$ cat config.mk
export PLATFORM = sky130hd
export DESIGN_NAME = fsmc_bus_master_flat
export DESIGN_NICKNAME = d
export VERILOG_FILES = /design/src/rtl/fsmc_bus_master_if.sv /design/src/rtl/fsmc_bus_master.sv /design/src/flat_wrapper.sv
export SDC_FILE = /design/constraint.sdc
export NUM_CORES = 1
export LEC_CHECK = 0
export BUFFER_PORTS_ARGS = -buffer_cell sky130_fd_sc_hd__buf_2
export CAP_MARGIN = 20
export CORE_AREA = 2 2 79 81
export CTS_CLUSTER_SIZE = 8
export DETAILED_ROUTE_END_ITERATION = 10
export DIE_AREA = 0 0 81 83
export GPL_ROUTABILITY_DRIVEN = 0
export PLACE_DENSITY = 0.81
export RECOVER_POWER = 100
export SETUP_SLACK_MARGIN = 0.5
export SLEW_MARGIN = 30
export SYNTH_ARGS = -nofsm -noshare
export SYNTH_HDL_FRONTEND = slang
export SYNTH_SLANG_ARGS = --single-unit
$ cat constraint.sdc
create_clock -name clk -period 5.53 [get_ports clk]
set_clock_uncertainty 0.1 [all_clocks]
set_input_delay 0 -clock clk [delete_from_list [all_inputs] [get_ports clk]]
set_output_delay 0 -clock clk [all_outputs]
set_load 0.01 [all_outputs]
$ cat src/rtl/fsmc_bus_master_if.sv
// fsmc_bus_master_if: command/response handshake plus FSMC-style bus pins
interface fsmc_bus_master_if;
  logic        cmd_valid;
  logic        cmd_ready;
  logic [1:0]  cmd_op;
  logic [7:0]  cmd_addr;
  logic [15:0] cmd_wdata;
  logic        rsp_valid;
  logic [7:0]  rsp_rdata;
  logic        rsp_err;
  logic [7:0]  bus_addr;
  logic [7:0]  bus_data_o;
  logic        bus_data_oe;
  logic [7:0]  bus_data_i;
  logic        bus_select_n;
  logic        bus_read_n;
  logic        bus_write_n;
  modport master (
    input  cmd_valid, cmd_op, cmd_addr, cmd_wdata, bus_data_i,
    output cmd_ready, rsp_valid, rsp_rdata, rsp_err,
    output bus_addr, bus_data_o, bus_data_oe, bus_select_n, bus_read_n, bus_write_n
  );
  modport slave (
    output cmd_valid, cmd_op, cmd_addr, cmd_wdata, bus_data_i,
    input  cmd_ready, rsp_valid, rsp_rdata, rsp_err,
    input  bus_addr, bus_data_o, bus_data_oe, bus_select_n, bus_read_n, bus_write_n
  );
endinterface

$ cat src/rtl/fsmc_bus_master.sv
// fsmc_bus_master: turns command requests into timed 8-bit FSMC-style bus cycles
module fsmc_bus_master #(
  parameter int unsigned SETUP_CYC  = 2,
  parameter int unsigned STROBE_CYC = 4,
  parameter int unsigned HOLD_CYC   = 2,
  parameter int unsigned TURN_CYC   = 1,
  parameter logic [7:0]  STAGE_ADDR = 8'd2
) (
  input logic clk,
  input logic reset_n,
  fsmc_bus_master_if.master bus
);
  typedef enum logic [2:0] {IDLE, SETUP, STROBE, HOLD, TURN} state_t;
  localparam logic [1:0] OP_RD  = 2'b00;
  localparam logic [1:0] OP_W8  = 2'b01;
  localparam logic [1:0] OP_W16 = 2'b10;
  localparam logic [1:0] OP_RSV = 2'b11;
  localparam logic [3:0] S_LD = 4'(SETUP_CYC - 1);
  localparam logic [3:0] P_LD = 4'(STROBE_CYC - 1);
  localparam logic [3:0] H_LD = 4'(HOLD_CYC - 1);
  localparam logic [3:0] T_LD = 4'(TURN_CYC - 1);

  state_t      state_q, state_d;
  logic [3:0]  cnt_q, cnt_d;
  logic        phase_q, phase_d;
  logic [1:0]  op_q, op_d;
  logic [7:0]  addr_q, addr_d;
  logic [15:0] wdata_q, wdata_d;
  logic [7:0]  cap_q, cap_d;
  logic [7:0]  rdata_q, rdata_d;
  logic        rsp_valid_q, rsp_valid_d;
  logic        rsp_err_q, rsp_err_d;
  logic [7:0]  baddr_q, baddr_d;
  logic [7:0]  bdata_q, bdata_d;
  logic        oe_q, oe_d;
  logic        sel_n_q, sel_n_d;
  logic        rd_n_q, rd_n_d;
  logic        wr_n_q, wr_n_d;
  logic        accept, done, active, is_wr, enter;

  // Next-state logic: each bus phase dwells for its parameter count via one shared down-counter
  always_comb begin
    accept  = state_q == IDLE && bus.cmd_valid;
    op_d    = accept ? bus.cmd_op : op_q;
    addr_d  = accept ? bus.cmd_addr : addr_q;
    wdata_d = accept ? bus.cmd_wdata : wdata_q;
    state_d = state_q;
    cnt_d   = cnt_q;
    phase_d = phase_q;
    done    = 1'b0;
    case (state_q)
      IDLE:
        if (accept && bus.cmd_op != OP_RSV) begin
          state_d = SETUP;
          cnt_d   = S_LD;
          phase_d = 1'b0;
        end
      SETUP:
        if (cnt_q == 4'd0) begin
          state_d = STROBE;
          cnt_d   = P_LD;
        end else cnt_d = cnt_q - 4'd1;
      STROBE:
        if (cnt_q == 4'd0) begin
          state_d = HOLD;
          cnt_d   = H_LD;
        end else cnt_d = cnt_q - 4'd1;
      HOLD:
        if (cnt_q == 4'd0) begin
          state_d = TURN;
          cnt_d   = T_LD;
        end else cnt_d = cnt_q - 4'd1;
      TURN:
        if (cnt_q != 4'd0) cnt_d = cnt_q - 4'd1;
        else if (op_q == OP_W16 && !phase_q) begin
          state_d = SETUP;
          cnt_d   = S_LD;
          phase_d = 1'b1;
        end else begin
          state_d = IDLE;
          done    = 1'b1;
        end
      default: state_d = IDLE;
    endcase
  end

  // Bus pin and response next values derived from the next state so the pins can be registered
  always_comb begin
    active      = state_d == SETUP || state_d == STROBE || state_d == HOLD;
    is_wr       = op_d == OP_W8 || op_d == OP_W16;
    enter       = state_d == SETUP && state_q != SETUP;
    sel_n_d     = !active;
    rd_n_d      = !(state_d == STROBE && op_d == OP_RD);
    wr_n_d      = !(state_d == STROBE && is_wr);
    oe_d        = active && is_wr;
    baddr_d     = enter ? ((op_d == OP_W16 && !phase_d) ? STAGE_ADDR : addr_d) : baddr_q;
    bdata_d     = enter ? ((op_d == OP_W16 && phase_d) ? wdata_d[15:8] : wdata_d[7:0]) : bdata_q;
    cap_d       = (state_q == STROBE && cnt_q == 4'd0 && op_q == OP_RD) ? bus.bus_data_i : cap_q;
    rsp_valid_d = done || (accept && bus.cmd_op == OP_RSV);
    rsp_err_d   = accept && bus.cmd_op == OP_RSV;
    rdata_d     = (done && op_q == OP_RD) ? cap_q : rdata_q;
  end

  // State and output registers; reset drops every bus pin to idle immediately
  always_ff @(posedge clk or negedge reset_n) begin
    if (!reset_n) begin
      state_q     <= IDLE;
      cnt_q       <= 4'd0;
      phase_q     <= 1'b0;
      op_q        <= 2'b00;
      addr_q      <= 8'd0;
      wdata_q     <= 16'd0;
      cap_q       <= 8'd0;
      rdata_q     <= 8'd0;
      rsp_valid_q <= 1'b0;
      rsp_err_q   <= 1'b0;
      baddr_q     <= 8'd0;
      bdata_q     <= 8'd0;
      oe_q        <= 1'b0;
      sel_n_q     <= 1'b1;
      rd_n_q      <= 1'b1;
      wr_n_q      <= 1'b1;
    end else begin
      state_q     <= state_d;
      cnt_q       <= cnt_d;
      phase_q     <= phase_d;
      op_q        <= op_d;
      addr_q      <= addr_d;
      wdata_q     <= wdata_d;
      cap_q       <= cap_d;
      rdata_q     <= rdata_d;
      rsp_valid_q <= rsp_valid_d;
      rsp_err_q   <= rsp_err_d;
      baddr_q     <= baddr_d;
      bdata_q     <= bdata_d;
      oe_q        <= oe_d;
      sel_n_q     <= sel_n_d;
      rd_n_q      <= rd_n_d;
      wr_n_q      <= wr_n_d;
    end
  end

  assign bus.cmd_ready    = state_q == IDLE;
  assign bus.rsp_valid    = rsp_valid_q;
  assign bus.rsp_err      = rsp_err_q;
  assign bus.rsp_rdata    = rdata_q;
  assign bus.bus_addr     = baddr_q;
  assign bus.bus_data_o   = bdata_q;
  assign bus.bus_data_oe  = oe_q;
  assign bus.bus_select_n = sel_n_q;
  assign bus.bus_read_n   = rd_n_q;
  assign bus.bus_write_n  = wr_n_q;
endmodule

$ cat src/flat_wrapper.sv
// flat-port wrapper written by rule: the top's interface ports become plain ports
module fsmc_bus_master_flat 
#(
  parameter int unsigned SETUP_CYC  = 2,
  parameter int unsigned STROBE_CYC = 4,
  parameter int unsigned HOLD_CYC   = 2,
  parameter int unsigned TURN_CYC   = 1,
  parameter logic [7:0]  STAGE_ADDR = 8'd2
)
  (clk, reset_n, bus_cmd_valid, bus_cmd_op, bus_cmd_addr, bus_cmd_wdata, bus_bus_data_i, bus_cmd_ready, bus_rsp_valid, bus_rsp_rdata, bus_rsp_err, bus_bus_addr, bus_bus_data_o, bus_bus_data_oe, bus_bus_select_n, bus_bus_read_n, bus_bus_write_n);
  fsmc_bus_master_if bus_i ();
  input logic clk;
  input logic reset_n;
  input wire logic [$bits(bus_i.cmd_valid)-1:0] bus_cmd_valid;
  input wire logic [$bits(bus_i.cmd_op)-1:0] bus_cmd_op;
  input wire logic [$bits(bus_i.cmd_addr)-1:0] bus_cmd_addr;
  input wire logic [$bits(bus_i.cmd_wdata)-1:0] bus_cmd_wdata;
  input wire logic [$bits(bus_i.bus_data_i)-1:0] bus_bus_data_i;
  output wire logic [$bits(bus_i.cmd_ready)-1:0] bus_cmd_ready;
  output wire logic [$bits(bus_i.rsp_valid)-1:0] bus_rsp_valid;
  output wire logic [$bits(bus_i.rsp_rdata)-1:0] bus_rsp_rdata;
  output wire logic [$bits(bus_i.rsp_err)-1:0] bus_rsp_err;
  output wire logic [$bits(bus_i.bus_addr)-1:0] bus_bus_addr;
  output wire logic [$bits(bus_i.bus_data_o)-1:0] bus_bus_data_o;
  output wire logic [$bits(bus_i.bus_data_oe)-1:0] bus_bus_data_oe;
  output wire logic [$bits(bus_i.bus_select_n)-1:0] bus_bus_select_n;
  output wire logic [$bits(bus_i.bus_read_n)-1:0] bus_bus_read_n;
  output wire logic [$bits(bus_i.bus_write_n)-1:0] bus_bus_write_n;
  assign bus_i.cmd_valid = bus_cmd_valid;
  assign bus_i.cmd_op = bus_cmd_op;
  assign bus_i.cmd_addr = bus_cmd_addr;
  assign bus_i.cmd_wdata = bus_cmd_wdata;
  assign bus_i.bus_data_i = bus_bus_data_i;
  assign bus_cmd_ready = bus_i.cmd_ready;
  assign bus_rsp_valid = bus_i.rsp_valid;
  assign bus_rsp_rdata = bus_i.rsp_rdata;
  assign bus_rsp_err = bus_i.rsp_err;
  assign bus_bus_addr = bus_i.bus_addr;
  assign bus_bus_data_o = bus_i.bus_data_o;
  assign bus_bus_data_oe = bus_i.bus_data_oe;
  assign bus_bus_select_n = bus_i.bus_select_n;
  assign bus_bus_read_n = bus_i.bus_read_n;
  assign bus_bus_write_n = bus_i.bus_write_n;
  fsmc_bus_master #(.SETUP_CYC(SETUP_CYC), .STROBE_CYC(STROBE_CYC), .HOLD_CYC(HOLD_CYC), .TURN_CYC(TURN_CYC), .STAGE_ADDR(STAGE_ADDR)) u_core (.clk(clk), .reset_n(reset_n), .bus(bus_i));
endmodule
# After elaboration in Yosys (flattened, before gate mapping)
# Cells that the tools add are included.
# Widths: inputs -> output; s select.
[totals] word_cells=87 in_bits=37 out_inout_bits=31 ff_bits=72
[classes] n_reduce_logical=29 n_addsub=1 n_eq_ne=15 muxes=26
[op_table] cell="$mux 4" n=6
[op_table] cell="$mux 8" n=3
[op_table] cell="$pmux 4 s5" n=1
[op_table] cell="$mux 16" n=1
[op_table] cell="$mux 3" n=5
[op_table] cell="$pmux 3 s5" n=1
[op_table] cell="$logic_and 1x1->1" n=13
[op_table] cell="$eq 3x2->1 const B" n=4
[op_table] cell="$mux 1" n=7
[op_table] cell="$eq 2x2->1 const B" n=3
[op_table] cell="$eq 3x1->1 const B" n=2
[op_table] cell="$ne 3x1->1 const B" n=2
[op_table] cell="$logic_not 1->1" n=5
[op_table] cell="$reduce_bool 5->1" n=1
[op_table] cell="$logic_not 2->1" n=2
[op_table] cell="$logic_not 4->1" n=1
[op_table] cell="$logic_or 1x1->1" n=4
[op_table] cell="$reduce_bool 4->1" n=1
[op_table] cell="$sub 4x1->4 const B" n=1
[op_table] cell="$eq 3x3->1 const B" n=1
[op_table] cell="$logic_not 3->1" n=1
[op_table] cell="$reduce_and 3->1" n=1
[op_table] cell="$eq 2x1->1 const B" n=1
[op_table] cell="$mux 2" n=1
[op_table] cell="3 further kinds" n=3

# Logic depth before layout (Yosys ltp)
# Gate-level depths: netlist of run 1.
[depth] ltp_word=9 ltp_mapped=11 mapped_depth_nobuf=7

# Worst setup path before layout of run 1
# Ideal clock, no wire load.
[synth_path] path_type="reg2reg" startpoint="reg u_core.state_q[1]" endpoint="reg u_core.bdata_q[0], in the netlist u_core.bus.bus_data_o[0]" setup_ns=0.092 arrival_ns=2.373 synth_period_minus_slack_ns=2.565 path_stages_with_launch=10 n_path_buf=3 t_required_ns=5.338 slack_ns=2.965 cell_sequence="dfrtp_1 -> buf_6 -> nor4b_4 -> buf_6 -> buf_12 -> mux2i_1 -> ha_1 -> a21boi_1 -> a21oi_1 -> o31ai_2"
[synth_via] elab_chain_cells=7 word_cells_on_any_way=23 cone_classes="7 x eq/ne; 11 x mux; 5 x reduce/logical"
[synth_lines] element="start, declared" line="fsmc_bus_master.sv:23" source="state_t state_q, state_d;"
[synth_lines] element="start signal, assigned" line="fsmc_bus_master.sv:124" source="state_q <= state_d;"
[synth_lines] element="$logic_not 3->1" line="fsmc_bus_master.sv:43, fsmc_bus_master.sv:51"
[synth_lines] element="$logic_and 1x1->1" line="fsmc_bus_master.sv:43" source="accept = state_q == IDLE && bus.cmd_valid;"
[synth_lines] element="$logic_and 1x1->1" line="fsmc_bus_master.sv:53" source="if (accept && bus.cmd_op != OP_RSV) begin"
[synth_lines] element="$mux 3 or $mux 1 (tied branches)" line="fsmc_bus_master.sv:53"
[synth_lines] element="$pmux 3 s5 or $pmux 1 s2 (tied branches)" line="fsmc_bus_master.sv:51" source="case (state_q)"
[synth_lines] element="$eq 3x1->1 or $logic_and 1x1->1 (tied branches)" line="fsmc_bus_master.sv:91, fsmc_bus_master.sv:97"
[synth_lines] element="$logic_and 1x1->1 or $mux 8 (tied branches)" line="fsmc_bus_master.sv:91, fsmc_bus_master.sv:97"
[synth_lines] element="end signal, assigned" line="fsmc_bus_master.sv:135" source="bdata_q <= bdata_d;"
[synth_lines] element="end, declared" line="fsmc_bus_master.sv:34" source="logic [7:0] bdata_q, bdata_d;"
# Several ways; a longest one is shown, not always the timed one.
# A chain may end at the register's enable or synchronous reset.

# Final worst setup path of run 1
[layout_path] startpoint="reg u_core.state_q[1]" endpoint="reg u_core.bdata_q[4], in the netlist u_core.bus.bus_data_o[4]"
# Same word-level chain as after synthesis.

==> Implementation_results.wiki, run 1 <==
{| class="wikitable"
! Metric !! Value
|-
| Routing usage on met1 || 0.2893
|-
| Dpl cell area || 3602 sq um
|-
| Peak supply drop || 0.0002944 V
|-
| Total of endpoints with negative setup slack in the final report || 0
|-
| Transition time of the tightest slew-check pin || roughly 1.8 ns
|-
| Post-CTS clock slew at the launch and capture registers of the worst setup and hold paths || about 0.080 ns
|-
| Number of buffers created by CTS || 9
|-
| CP bufs+invs || 1
|-
| Clock Latency Late Sink || ~0.34 ns
|-
| Met3 Track Usage GR || 0.07174
|-
| Violated checks || capacitance limit, slew limit
|-
| CP Cell Sequence || nor4b_1, clkbuf_1, mux2i_1, ha_1, a21boi_1, a21oi_1, o31ai_2
|-
| Critical Path Slowest Stage Cell || sky130_fd_sc_hd__clkbuf_1
|-
| Maximum count of clock buffers along a single path || 2
|-
| Final cell count without fillers || about 440
|-
| Netlist area before placement || approximately 3300 sq um
|-
| Pin count of the biggest net entering global routing || between 70 and 80
|-
| Sequential group share of total power || 0.430
|-
| Maximum frequency from static timing analysis || ~250 MHz
|-
| R2R setup slack || roughly 1.5 ns
|-
| Switch share || 0.3777
|-
| CP Capture Type || flip-flop
|-
| Number of inserted diodes || 0
|-
| Clock Power Share || 0.178
|-
| Unrepaired setup endpoints after global routing || false
|-
| Max cap viols || 1
|-
| Data required time at the worst endpoint || between 5 and 6 ns
|-
| P_int || 1266 uW
|-
| Crit Path Class || reg2reg
|-
| Busiest layer in global routing || met2
|-
| Horizontal extent of the die || 81 microns
|-
| Total die area || ~6700 sq um
|-
| Synth-to-Final Area Change || 22.92%
|-
| Critical Path Fanout Max || 32
|-
| Area of the core region || ~5800 sq um
|-
| Hold/Removal Path Class || in2async
|-
| Layout filler cell count || approximately 470
|-
| Number of global-route vias before repair || about 2400
|-
| Routed via count || approximately 2300
|-
| Count of port buffers added during placement || 67
|-
| Final Max Tran Viols || 33
|-
| Final period demand of the worst path || approximately 4 ns
|-
| Clock Tree Root || sky130_fd_sc_hd__clkbuf_8
|-
| Final Hold Fails || 0
|-
| Clock tree from TritonCTS || done
|-
| Number of flops mapped to enable cells by yosys || 0
|-
| Setup Total Neg Slack || 0 ns
|-
| Overall die height || 83 microns
|-
| First-pass GRT wire length || approximately 11 mm
|-
| Sort of element at the start of the critical path || flip-flop
|-
| First drt pass iteration count || 4
|-
| Proportion of synthesized flip-flops having asynchronous set or reset || 1.000
|-
| Syn. warnings || 0
|-
| LEAKAGE || roughly 0.0018 uW
|-
| Effective utilization at floorplan || 0.5641
|-
| Initial antenna violation count || 0
|-
| Synthesized instance count || 253
|-
| Rows || 28
|-
| Via count normalized by instance count || ~5.3
|-
| Share of the core filled with cells in the final layout || 0.6934
|-
| Most used DFF post-synth || sky130_fd_sc_hd__dfrtp_1
|-
| Average wire length per cell after detail routing || roughly 15 microns
|-
| Number of placed cells counting well taps || around 380
|-
| Sw Pwr || ~770 uW
|-
| Number of clock sinks || 72
|-
| DRC violations left || 0
|-
| Number of levels in the clock H-tree || 3
|-
| Period Utilization, post-route || 0.7371
|-
| Share of final-layout standard cells stronger than drive strength 1 || 0.2222
|-
| Crit-path max cell delay || about 1.3 ns
|-
| Overall Global Routing Usage || 0.2198
|-
| Wirelength, routed || 6.700 mm
|-
| Cell class contributing the biggest share of worst-path delay || buffers and inverters
|-
| Seq cells post-synth || between 70 and 80
|-
| Part of the Yosys area used for sequential elements || 0.5503
|-
| Detailed-placement wirelength estimate || approximately 4.4 mm
|-
| Final Power || ~2000 uW
|-
| Number of nets with antenna violations after routing || 0
|-
| Crit path arrival time || between 4 and 5 ns
|-
| Status || finished with violations
|-
| Proportion of power drawn by combinational gates || 0.393
|-
| Number of distinct standard cells referenced by the synthesized netlist || 51
|-
| Mean instance size in the synthesized netlist || approximately 13 sq um
|-
| Mapped Nets || approximately 290
|-
| Finished Cell Area || 4033 sq um
|-
| Post-layout net count || roughly 400
|-
| DRC marker count from the first detailed-route iteration || between 70 and 80
|-
| Met2 GRT Util || 0.3373
|-
| Number of top-level design ports || 68
|-
| Power per cell area || between 500 and 600 nW/um^2
|-
| Max_slew headroom || -0.1959
|-
| Overall overflow remaining after global route || 0
|}
cells in the mapped netlist, types with 4 or more instances:
library cell / count / area [sq um]
sky130_fd_sc_hd__inv_1: 12 / 45.04
sky130_fd_sc_hd__ha_1: 4 / 50.05
sky130_fd_sc_hd__nor3_1: 12 / 60.06
sky130_fd_sc_hd__mux2_2: 20 / 225.2
sky130_fd_sc_hd__nor2b_1: 4 / 25.02
sky130_fd_sc_hd__a21oi_1: 11 / 55.05
sky130_fd_sc_hd__mux2_1: 5 / 56.30
sky130_fd_sc_hd__buf_6: 7 / 78.83
sky130_fd_sc_hd__dfrtp_1: 69 / 1727
sky130_fd_sc_hd__nor2_1: 5 / 18.77
sky130_fd_sc_hd__o31ai_1: 5 / 37.54
sky130_fd_sc_hd__mux2i_1: 10 / 100.1
sky130_fd_sc_hd__o31ai_2: 10 / 125.1
sky130_fd_sc_hd__nand2_1: 20 / 75.07
sky130_fd_sc_hd__mux2_4: 8 / 120.1
flip-flops by register name, summed over array words and instances (netlist names), 3 cells and up:
signal	cells
u_core.state_q	3
u_core.addr_q	8
u_core.cap_q	8
u_core.bus.rsp_rdata	8
u_core.bus.bus_data_o	8
u_core.bus.bus_addr	8
u_core.cnt_q	4
u_core.wdata_q	16
worst paths after layout:
path / from / end / cells after the start
max: u_core.state_q[1] / u_core.bus.bus_data_o[4] / 7
min: reset_n / u_core.cnt_q[2] / 2
max reg2reg: u_core.state_q[1] / u_core.bus.bus_data_o[4] / 7
min reg2reg: u_core.bus.bus_addr[4] / u_core.bus.bus_addr[4] / 2
max in group asynchronous: reset_n / u_core.bus.rsp_rdata[1] / 2
min in group clk: bus_bus_data_i[4] / u_core.cap_q[4] / 3
stage by stage:
step | setup WS (ns) | hold slack [ns]
after floorplan | 2.965 | -0.3956
after global placement | 2.701 | 0.07653
after detailed placement | 2.501 | 0.07600
after CTS | 2.503 | 0.2376
after global routing | 1.137 | 0.1786
final | 1.454 | 0.1311
per-layer routing:
layer  routed length (microns)  share of wire  vias to the layer above
met2                      3273           0.49                       65
li1                          -              -                     1104
met1                      2998           0.45                     1122
met5                         0              0                        -
met4                        85          0.013                        0
met3                       342          0.051                       11
cells by family after synthesis:
kind of cell	Yosys count	share of synthesized area
flops	72	0.5503
compound gates	47	0.1220
mux	43	0.1529
fa+ha+maj	4	0.01526
xor+xnor	1	0.002670
simple gates	59	0.1037
buf+inv	27	0.05301
power groups by stage:
stage	Combinational [uW]	Clock [uW]	Sequential (uW)
2_1_floorplan	641	0	877
3_3_place_gp	803	0	881
3_5_place_dp	832	0	890
4_1_cts	853	375	882
5_1_grt	898	403	900
6_report	798	361	874
final cells by class:
cell class | instances | area [sq um] | area share
clock buffers | 10 | 127.6 | 0.03165
clock inverters | 6 | 45.04 | 0.01117
inverters | 13 | 48.80 | 0.01210
multi-input cells | 154 | 1237 | 0.3069
flip-flops and latches | 72 | 1805 | 0.4477
well taps | 75 | 93.84 | 0.02327
repair buffers | 105 | 674.4 | 0.1672
layout by cell type, fill, tap and decap left out, drive strengths merged, types with 2 or more instances in the layout:
cell type     n
a21oi        11
clkbuf       42
nand3         3
mux2         33
a22o          2
nor3b         3
nor3         12
o21a          2
dfrtp        69
clkinv        5
inv          14
dlygate4sd3  36
nor2          5
or3           3
dfstp         3
ha            4
a21boi        2
nand2        21
mux2i        10
and3          2
o21ai         3
nor2b         4
a221oi        2
o31ai        15
buf          37
timing repair:
action,in CTS,in global routing
resized for setup,0,0
hold buffers,36,0
hold endpoints to repair,115,0
buffers inserted,0,0
Power figures use the tool's default switching activity.
==> inputs of run 2 (changes only) <==
ABC_AREA = 1   (was not set)
CORE_AREA = 2 2 82 84   (was 2 2 79 81)
DIE_AREA = 0 0 84 86   (was 0 0 81 83)
PLACE_DENSITY = 0.77   (was 0.81)
clock period = 3.9 ns   (was 5.53 ns; I/O delays follow)
==> run 2 against run 1 <==
Effect of this change:
- the run still ends with capacitance limit, slew limit left
- hold slack better by 0.18 ns
- synthesized cell count is 44% higher
- die area is 7.5% higher
- final cell count is 27% higher
==> Implementation_results.wiki, run 2 <==
{| class="wikitable"
! Metric !! Value
|-
| Status || finished with violations
|-
| Violated checks || capacitance limit, slew limit
|-
| Most frequently used cell type in the post-synthesis netlist || sky130_fd_sc_hd__nand2_1
|-
| Setup Total Neg Slack || 0 ns (unchanged)
|-
| Crit-path max cell delay || 0.58 ns (-0.75 ns)
|-
| Critical Path Fanout Max || 38 (+19%)
|-
| Final Power || 3250 uW (+60%)
|-
| Share of final-layout standard cells stronger than drive strength 1 || 0.1992 (-0.02306)
|-
| Peak supply drop || 0.0004935 V (+68%)
|-
| Number of inserted diodes || 0 (unchanged)
|-
| Post-cts hold buffer count || 38 (+5.6%)
|-
| Number of clock sinks || 72 (unchanged)
|-
| Overall overflow remaining after global route || 0 (unchanged)
|-
| Layout filler cell count || 539 (+16%)
|-
| Clock tree from TritonCTS || done
|-
| Max_slew headroom || -0.5634 (-0.3676)
|-
| Commonest cells after routing, fill and taps aside || sky130_fd_sc_hd__nand2_1 (101), sky130_fd_sc_hd__dfrtp_1 (69), sky130_fd_sc_hd__inv_1 (59), sky130_fd_sc_hd__dlygate4sd3_1 (38), sky130_fd_sc_hd__buf_2 (35)
|-
| Maximum frequency from static timing analysis || 325.3 MHz (+33%)
|-
| Overall die height || 86 microns (+3.6%)
|-
| Area of the core region || 6277 sq um (+7.9%)
|-
| Final period demand of the worst path || 3.074 ns (-1.002 ns)
|-
| Rows || 29 (+3.6%)
|-
| Syn. warnings || 0 (unchanged)
|-
| Most used DFF post-synth || sky130_fd_sc_hd__dfrtp_1
|-
| Power per cell area || 772.1 nW/um^2 (+53%)
|-
| Overall Global Routing Usage || 0.2235 (+0.003703)
|-
| Period Utilization, post-route || 0.7883 (+0.05118)
|-
| Via count normalized by instance count || 4.966 (-6.2%)
|-
| First-pass GRT wire length || 12.79 mm (+14%)
|-
| Proportion of synthesized flip-flops having asynchronous set or reset || 1.000 (unchanged)
|-
| Final worst hold slack || 0.3102 ns (+0.1791 ns)
|-
| Post-layout net count || 513 (+30%)
|-
| Largest Register || u_core.wdata_q
|-
| Transition time of the tightest slew-check pin || 2.345 ns (+0.5514 ns)
|-
| Detailed-placement wirelength estimate || 4.878 mm (+11%)
|-
| Post-CTS clock slew at the launch and capture registers of the worst setup and hold paths || 0.08 ns (about the same)
|-
| Clock Tree Root || sky130_fd_sc_hd__clkbuf_8
|-
| Crit Path Class || reg2reg
|-
| Seq cells post-synth || 72 (unchanged)
|-
| Reg2reg path depth || 10 (+3)
|-
| Max cap viols || 1 (unchanged)
|-
| Number of nets with antenna violations after routing || 0 (unchanged)
|-
| Cell types with the highest counts after synthesis || sky130_fd_sc_hd__nand2_1 (96), sky130_fd_sc_hd__dfrtp_1 (69), sky130_fd_sc_hd__inv_1 (58)
|-
| Finished Cell Area || 4209 sq um (+4.4%)
|-
| Mean instance size in the synthesized netlist || 9.125 sq um (-30%)
|-
| Post-synth top area cell || sky130_fd_sc_hd__dfrtp_1
|-
| Routed via count || 2751 (+20%)
|-
| CP Capture Type || flip-flop
|-
| LEAKAGE || 0.002193 uW (+19%)
|-
| Average wire length per cell after detail routing || 13.60 microns (-12%)
|-
| Most common cell after layout, fill and taps aside || sky130_fd_sc_hd__nand2_1
|-
| R2R setup slack || 0.83 ns (-0.63 ns)
|-
| Maximum count of clock buffers along a single path || 2 (unchanged)
|-
| DRC marker count from the first detailed-route iteration || 142 (+87%)
|-
| Critical Path Slowest Stage Cell || sky130_fd_sc_hd__nor2_1
|-
| Sort of element at the start of the critical path || flip-flop
|-
| Horizontal extent of the die || 84 microns (+3.7%)
|-
| Data required time at the worst endpoint || 4.06 ns (-1.62 ns)
|-
| Total of endpoints with negative setup slack in the final report || 0 (unchanged)
|-
| Crit path arrival time || 3.23 ns (-1.00 ns)
|-
| Netlist area before placement || 3331 sq um (+1.5%)
|-
| Post-CTS sizing || 0 (unchanged)
|-
| Number of flops mapped to enable cells by yosys || 0 (unchanged)
|-
| Total die area || 7224 sq um (+7.5%)
|-
| Mapped Nets || 406 (+38%)
|-
| Hold/Removal Path Class || in2reg
|-
| Part of the Yosys area used for sequential elements || 0.5421 (-0.008270)
|-
| First drt pass iteration count || 5 (+1)
|-
| Worst setup path startpoint || u_core.state_q[0]
|-
| Number of top-level design ports || 68 (unchanged)
|-
| Effective utilization at floorplan || 0.5306 (-0.03352)
|-
| DRC violations left || 0 (unchanged)
|-
| Unrepaired setup endpoints after global routing || false
|-
| Worst R2R Start || u_core.state_q[0]
|-
| Number of distinct standard cells referenced by the synthesized netlist || 29 (-43%)
|-
| Pin count of the biggest net entering global routing || 45 (-38%)
|-
| Count of port buffers added during placement || 67 (unchanged)
|-
| Top cells by area in the synthesized netlist || sky130_fd_sc_hd__dfrtp_1 (52%), sky130_fd_sc_hd__nand2_1 (11%), sky130_fd_sc_hd__inv_1 (6.5%)
|-
| Number of global-route vias before repair || 2778 (+15%)
|-
| Endpoint of the lowest-slack register-to-register path || u_core.bus.bus_addr[4]
|-
| Clock Latency Late Sink || 0.35 ns (about the same)
|-
| CP Cell Sequence || nor2_1, nand3_2, buf_4, inv_1, or2_2, o21ai_0, ha_1, nand2_1, nand2_1, o21ai_0
|-
| Final Hold Fails || 0 (unchanged)
|-
| Synthesized instance count || 365 (+44%)
|-
| Number of buffers created by CTS || 9 (unchanged)
|-
| Wirelength, routed || 7.534 mm (+12%)
|-
| Post-CTS setup buffer count || 0 (unchanged)
|-
| Endpoint of the most critical setup path || u_core.bus.bus_addr[4]
|-
| Final Max Tran Viols || 45 (+36%)
|-
| Number of flip-flops under the largest register name || 16 (unchanged)
|-
| Number of levels in the clock H-tree || 3 (unchanged)
|-
| Dpl cell area || 3701 sq um (+2.7%)
|-
| Synth-to-Final Area Change || 26.37%
|-
| Initial antenna violation count || 0 (unchanged)
|-
| Post-synth top area share || 0.5184 (-0.007909)
|}
==> run 2: changes by cell type in the layout (fill, tap and decap cells not counted), moves of 10 or more <==
| cell | previous run | this run |
|---|---|---|
| sky130_fd_sc_hd__o21ai_0 | 2 | 26 |
| sky130_fd_sc_hd__inv_1 | 13 | 59 |
| sky130_fd_sc_hd__nand3_1 | 3 | 14 |
| sky130_fd_sc_hd__nand4_1 | 0 | 16 |
| sky130_fd_sc_hd__nand2_2 | 0 | 11 |
| sky130_fd_sc_hd__mux2i_1 | 10 | 0 |
| sky130_fd_sc_hd__mux2_1 | 23 | 0 |
| sky130_fd_sc_hd__nand2_1 | 21 | 101 |
==> run 2: how the worst min path moves through the flow <==
stage                                           to               from  slack [ns]  depth (start not counted)
after CTS                 u_core.bus.bus_data_o[1]            reset_n        0.28                          2
after global placement           u_core.wdata_q[9]            reset_n        0.11                          1
after global routing               u_core.cap_q[0]  bus_bus_data_i[0]        0.32                          3
final                              u_core.cap_q[3]  bus_bus_data_i[3]        0.31                          3
after floorplan                   u_core.addr_q[0]            reset_n       -0.40                          0
after detailed placement        u_core.wdata_q[15]            reset_n        0.12                          1
==> run 2: report_power, final <==
| part | switching, uW | internal (uW) | total, uW |
|---|---|---|---|
| Clock | 292 | 381 | 673 |
| Sequential | 148 | 1060 | 1210 |
| Combinational | 903 | 469 | 1370 |
| Total | 1340 | 1910 | 3250 |
==> run 2: final cells by class <==
type | instances | area, sq um | share of cell area
multi-input cells | 220 | 1159 | 0.2753
repair buffers | 107 | 688.2 | 0.1635
inverters | 62 | 232.7 | 0.05529
flip-flops and latches | 72 | 1805 | 0.4290
clock inverters | 6 | 90.09 | 0.02140
clock buffers | 10 | 137.6 | 0.03270
well taps | 77 | 96.34 | 0.02289
==> run 2: per-layer routing <==
layer | track usage | wire (microns)
met1 | 0.2852 | 3332
met5 | 0 | 0
met2 | 0.3687 | 3632
met4 | 0.09677 | 152
met3 | 0.05101 | 417
==> run 2: kinds of logic after synthesis <==
group / count (synthesis) / share of synthesized area
and+or+nand+nor: 167 / 0.2352
buffers and inverters: 73 / 0.09279
DFF: 72 / 0.5421
AOI/OAI and AO/OA: 32 / 0.05823
muxes: 16 / 0.05409
adders and majority gates: 4 / 0.01503
xor gates and xnor gates: 1 / 0.002630
==> run 2: per-stage QoR <==
stage	setup slack [ns]	utilization	instances
after global routing	0.4593	0.6705	554
after CTS	1.191	0.6865	554
final	0.8255	0.6705	554
after global placement	1.371	0.5896	500
after detailed placement	1.227	0.5896	500
after floorplan	1.711	-	365
==> run 2: critical path, delay by kind of cell (launching register included) <==
family / cells / cell delay [ns]
buffers and inverters: 2 / 0.53
DFF: 1 / 0.44
AOI/OAI and AO/OA: 2 / 0.32
adders and majority gates: 1 / 0.38
and+or+nand+nor: 5 / 1.19
==> inputs of run 3 (changes only) <==
ABC_AREA = 0   (was 1)
CORE_AREA = 2 2 85 87   (was 2 2 82 84)
DIE_AREA = 0 0 87 89   (was 0 0 84 86)
PLACE_DENSITY = 0.74   (was 0.77)
clock period = 2.8 ns   (was 3.9 ns; I/O delays follow)
==> run 3 against run 2 <==
Effect of this change:
- the run still ends with capacitance limit, slew limit left
- critical endpoint is now u_core.cnt_q[1]
- sequential share of layout area is 0.39 points lower
- non-clock buffer count rose by 5
- largest cell class unchanged
- combinational power grew 28%
- global-route usage down 4.3 points
==> Implementation_results.wiki, run 3 (synthesized netlist as in run 1, its figures left out) <==
{| class="wikitable"
! Metric !! Value
|-
| Number of buffers created by CTS || 9 (unchanged)
|-
| Average wire length per cell after detail routing || 14.79 microns (+8.8%)
|-
| DRC violations left || 0 (unchanged)
|-
| Horizontal extent of the die || 87 microns (+3.6%)
|-
| Transition time of the tightest slew-check pin || 1.733 ns (-0.6118 ns)
|-
| Number of clock sinks || 72 (unchanged)
|-
| Number of flip-flops under the largest register name || 16 (unchanged)
|-
| Number of nets with antenna violations after routing || 0 (unchanged)
|-
| Number of levels in the clock H-tree || 3 (unchanged)
|-
| Wirelength, routed || 6.612 mm (-12%)
|-
| DRC marker count from the first detailed-route iteration || 87 (-39%)
|-
| Count of port buffers added during placement || 67 (unchanged)
|-
| Total die area || 7743 sq um (+7.2%)
|-
| Overall overflow remaining after global route || 0 (unchanged)
|-
| Crit Path Class || reg2reg
|-
| Final Max Tran Viols || 73 (+62%)
|-
| Share of final-layout standard cells stronger than drive strength 1 || 0.2807 (+0.08149)
|-
| Status || finished with violations
|-
| Violated checks || capacitance limit, slew limit
|-
| Routed via count || 2313 (-16%)
|-
| Critical Path Fanout Max || 23 (-39%)
|-
| Clock Latency Late Sink || 0.34 ns (about the same)
|-
| Number of top-level design ports || 68 (unchanged)
|-
| Commonest cells after routing, fill and taps aside || sky130_fd_sc_hd__dfrtp_1 (69), sky130_fd_sc_hd__dlygate4sd3_1 (35), sky130_fd_sc_hd__buf_2 (35), sky130_fd_sc_hd__clkbuf_1 (33), sky130_fd_sc_hd__mux2_1 (22)
|-
| LEAKAGE || 0.001909 uW (-13%)
|-
| Detailed-placement wirelength estimate || 4.441 mm (-9.0%)
|-
| Unrepaired setup endpoints after global routing || false
|-
| Max cap viols || 1 (unchanged)
|-
| Final Hold Fails || 0 (unchanged)
|-
| Setup Total Neg Slack || 0 ns (unchanged)
|-
| CP Capture Type || flip-flop
|-
| Hold/Removal Path Class || in2reg
|-
| Initial antenna violation count || 0 (unchanged)
|-
| Overall die height || 89 microns (+3.5%)
|-
| Number of global-route vias before repair || 2294 (-17%)
|-
| Clock Tree Root || sky130_fd_sc_hd__clkbuf_8
|-
| Pin count of the biggest net entering global routing || 73 (+62%)
|-
| Effective utilization at floorplan || 0.4883 (-0.04233)
|-
| Peak supply drop || 0.0005608 V (+14%)
|-
| Slack of the critical path || 0.4239 ns (-0.4016 ns)
|-
| Crit path arrival time || 2.49 ns (-0.74 ns)
|-
| Rows || 30 (+3.4%)
|-
| Post-layout net count || 403 (-21%)
|-
| Final period demand of the worst path || 2.376 ns (-0.6984 ns)
|-
| First drt pass iteration count || 4 (-1)
|-
| Sort of element at the start of the critical path || flip-flop
|-
| Power per cell area || 1029 nW/um^2 (+33%)
|-
| First-pass GRT wire length || 10.61 mm (-17%)
|-
| Overall Global Routing Usage || 0.1804 (-0.04305)
|-
| Post-CTS clock slew at the launch and capture registers of the worst setup and hold paths || 0.08 ns (about the same)
|-
| Most common cell after layout, fill and taps aside || sky130_fd_sc_hd__dfrtp_1
|-
| Period Utilization, post-route || 0.8486 (+0.06027)
|-
| Maximum count of clock buffers along a single path || 2 (unchanged)
|-
| Maximum frequency from static timing analysis || 420.9 MHz (+29%)
|-
| Area of the core region || 6719 sq um (+7.0%)
|-
| Clock tree from TritonCTS || done
|-
| Layout filler cell count || 559 (+3.7%)
|-
| Max_slew headroom || -0.1556 (+0.4078)
|-
| Setup Slack @ Placement || 0.4147 ns (-0.8125 ns)
|-
| Largest Register || u_core.wdata_q
|-
| Data required time at the worst endpoint || 2.92 ns (-1.14 ns)
|-
| Number of inserted diodes || 0 (unchanged)
|-
| Total of endpoints with negative setup slack in the final report || 0 (unchanged)
|-
| Via count normalized by instance count || 5.174 (+4.2%)
|-
| Synth-to-Final Area Change || 29.48%
|}
[run 3: changes by cell type in the layout (fill, tap and decap cells not counted), sizes merged, moves of 13 or more]
cell	before	now
nand3	16	3
o21ai	27	3
o31ai	0	15
nand2	113	21
nand4	16	0
inv	64	14
mux2	16	33
[run 3: area by class of cell]
cell class / count / area [sq um] / area share
flip-flops and latches: 72 / 1805 / 0.4250
multi-input cells: 154 / 1348 / 0.3172
repair buffers: 112 / 718.2 / 0.1691
clock buffers: 10 / 137.6 / 0.03240
well taps: 80 / 100.1 / 0.02356
clock inverters: 6 / 90.09 / 0.02121
inverters: 13 / 48.80 / 0.01149
[run 3: metrics by stage]
stage	util	hold slack [ns]	instance area (sq um)	power, uW	instances
3_5_place_dp	0.5525	0.08498	3712	3499	393
6_report	0.6322	0.2875	4248	4371	447
2_1_floorplan	-	-0.3956	3354	3075	253
4_1_cts	0.6426	0.1820	4318	4498	445
3_3_place_gp	0.5525	0.08386	3712	3444	393
5_1_grt	0.6322	0.3215	4248	4701	447
[run 3: per-layer routing]
metal | share of wire | vias up | GRT usage
met4 | 0.0042 | 0 | 0.05540
met2 | 0.50 | 50 | 0.2915
met1 | 0.46 | 1141 | 0.2371
met3 | 0.038 | 4 | 0.05263
met5 | 0 | - | 0
li1 | - | 1118 | -
[run 3: worst paths after layout]
kind,start,end,slack (ns),cells past startpoint
setup / recovery,u_core.state_q[1],u_core.cnt_q[1],0.42,6
max in group asynchronous,reset_n,u_core.cnt_q[0],1.01,2
min in group asynchronous,reset_n,u_core.cnt_q[3],0.55,2
setup reg to reg,u_core.state_q[1],u_core.cnt_q[1],0.42,6
hold reg to reg,u_core.cap_q[6],u_core.bus.rsp_rdata[6],0.38,1
hold / removal,bus_cmd_valid,u_core.op_q[1],0.29,5
[run 3: worst max-delay path: stages (launching register included)]
cell and delay (ns):
sky130_fd_sc_hd__dfrtp_1 0.41, sky130_fd_sc_hd__nor4b_4 0.27, sky130_fd_sc_hd__clkbuf_1 0.32, sky130_fd_sc_hd__buf_6 0.30, sky130_fd_sc_hd__nand2_1 0.19, sky130_fd_sc_hd__a22o_1 0.31
sky130_fd_sc_hd__a221o_1 0.35
[run 3: power by group]
| part | switching [uW] | total, uW | internal [uW] |
|---|---|---|---|
| logic | 975 | 1750 | 776 |
| registers | 207 | 1700 | 1490 |
| clock network | 394 | 923 | 529 |
[run 3: what timing repair did]
action | CTS | global route
resized for setup | 4 | 1
gates cloned | 0 | 0
endpoints found under the setup margin | 17 | 25
setup buffers | 1 | 2
endpoints found under the hold margin | 112 | 0
hold buffers | 35 | 0
pin swaps | 1 | 1
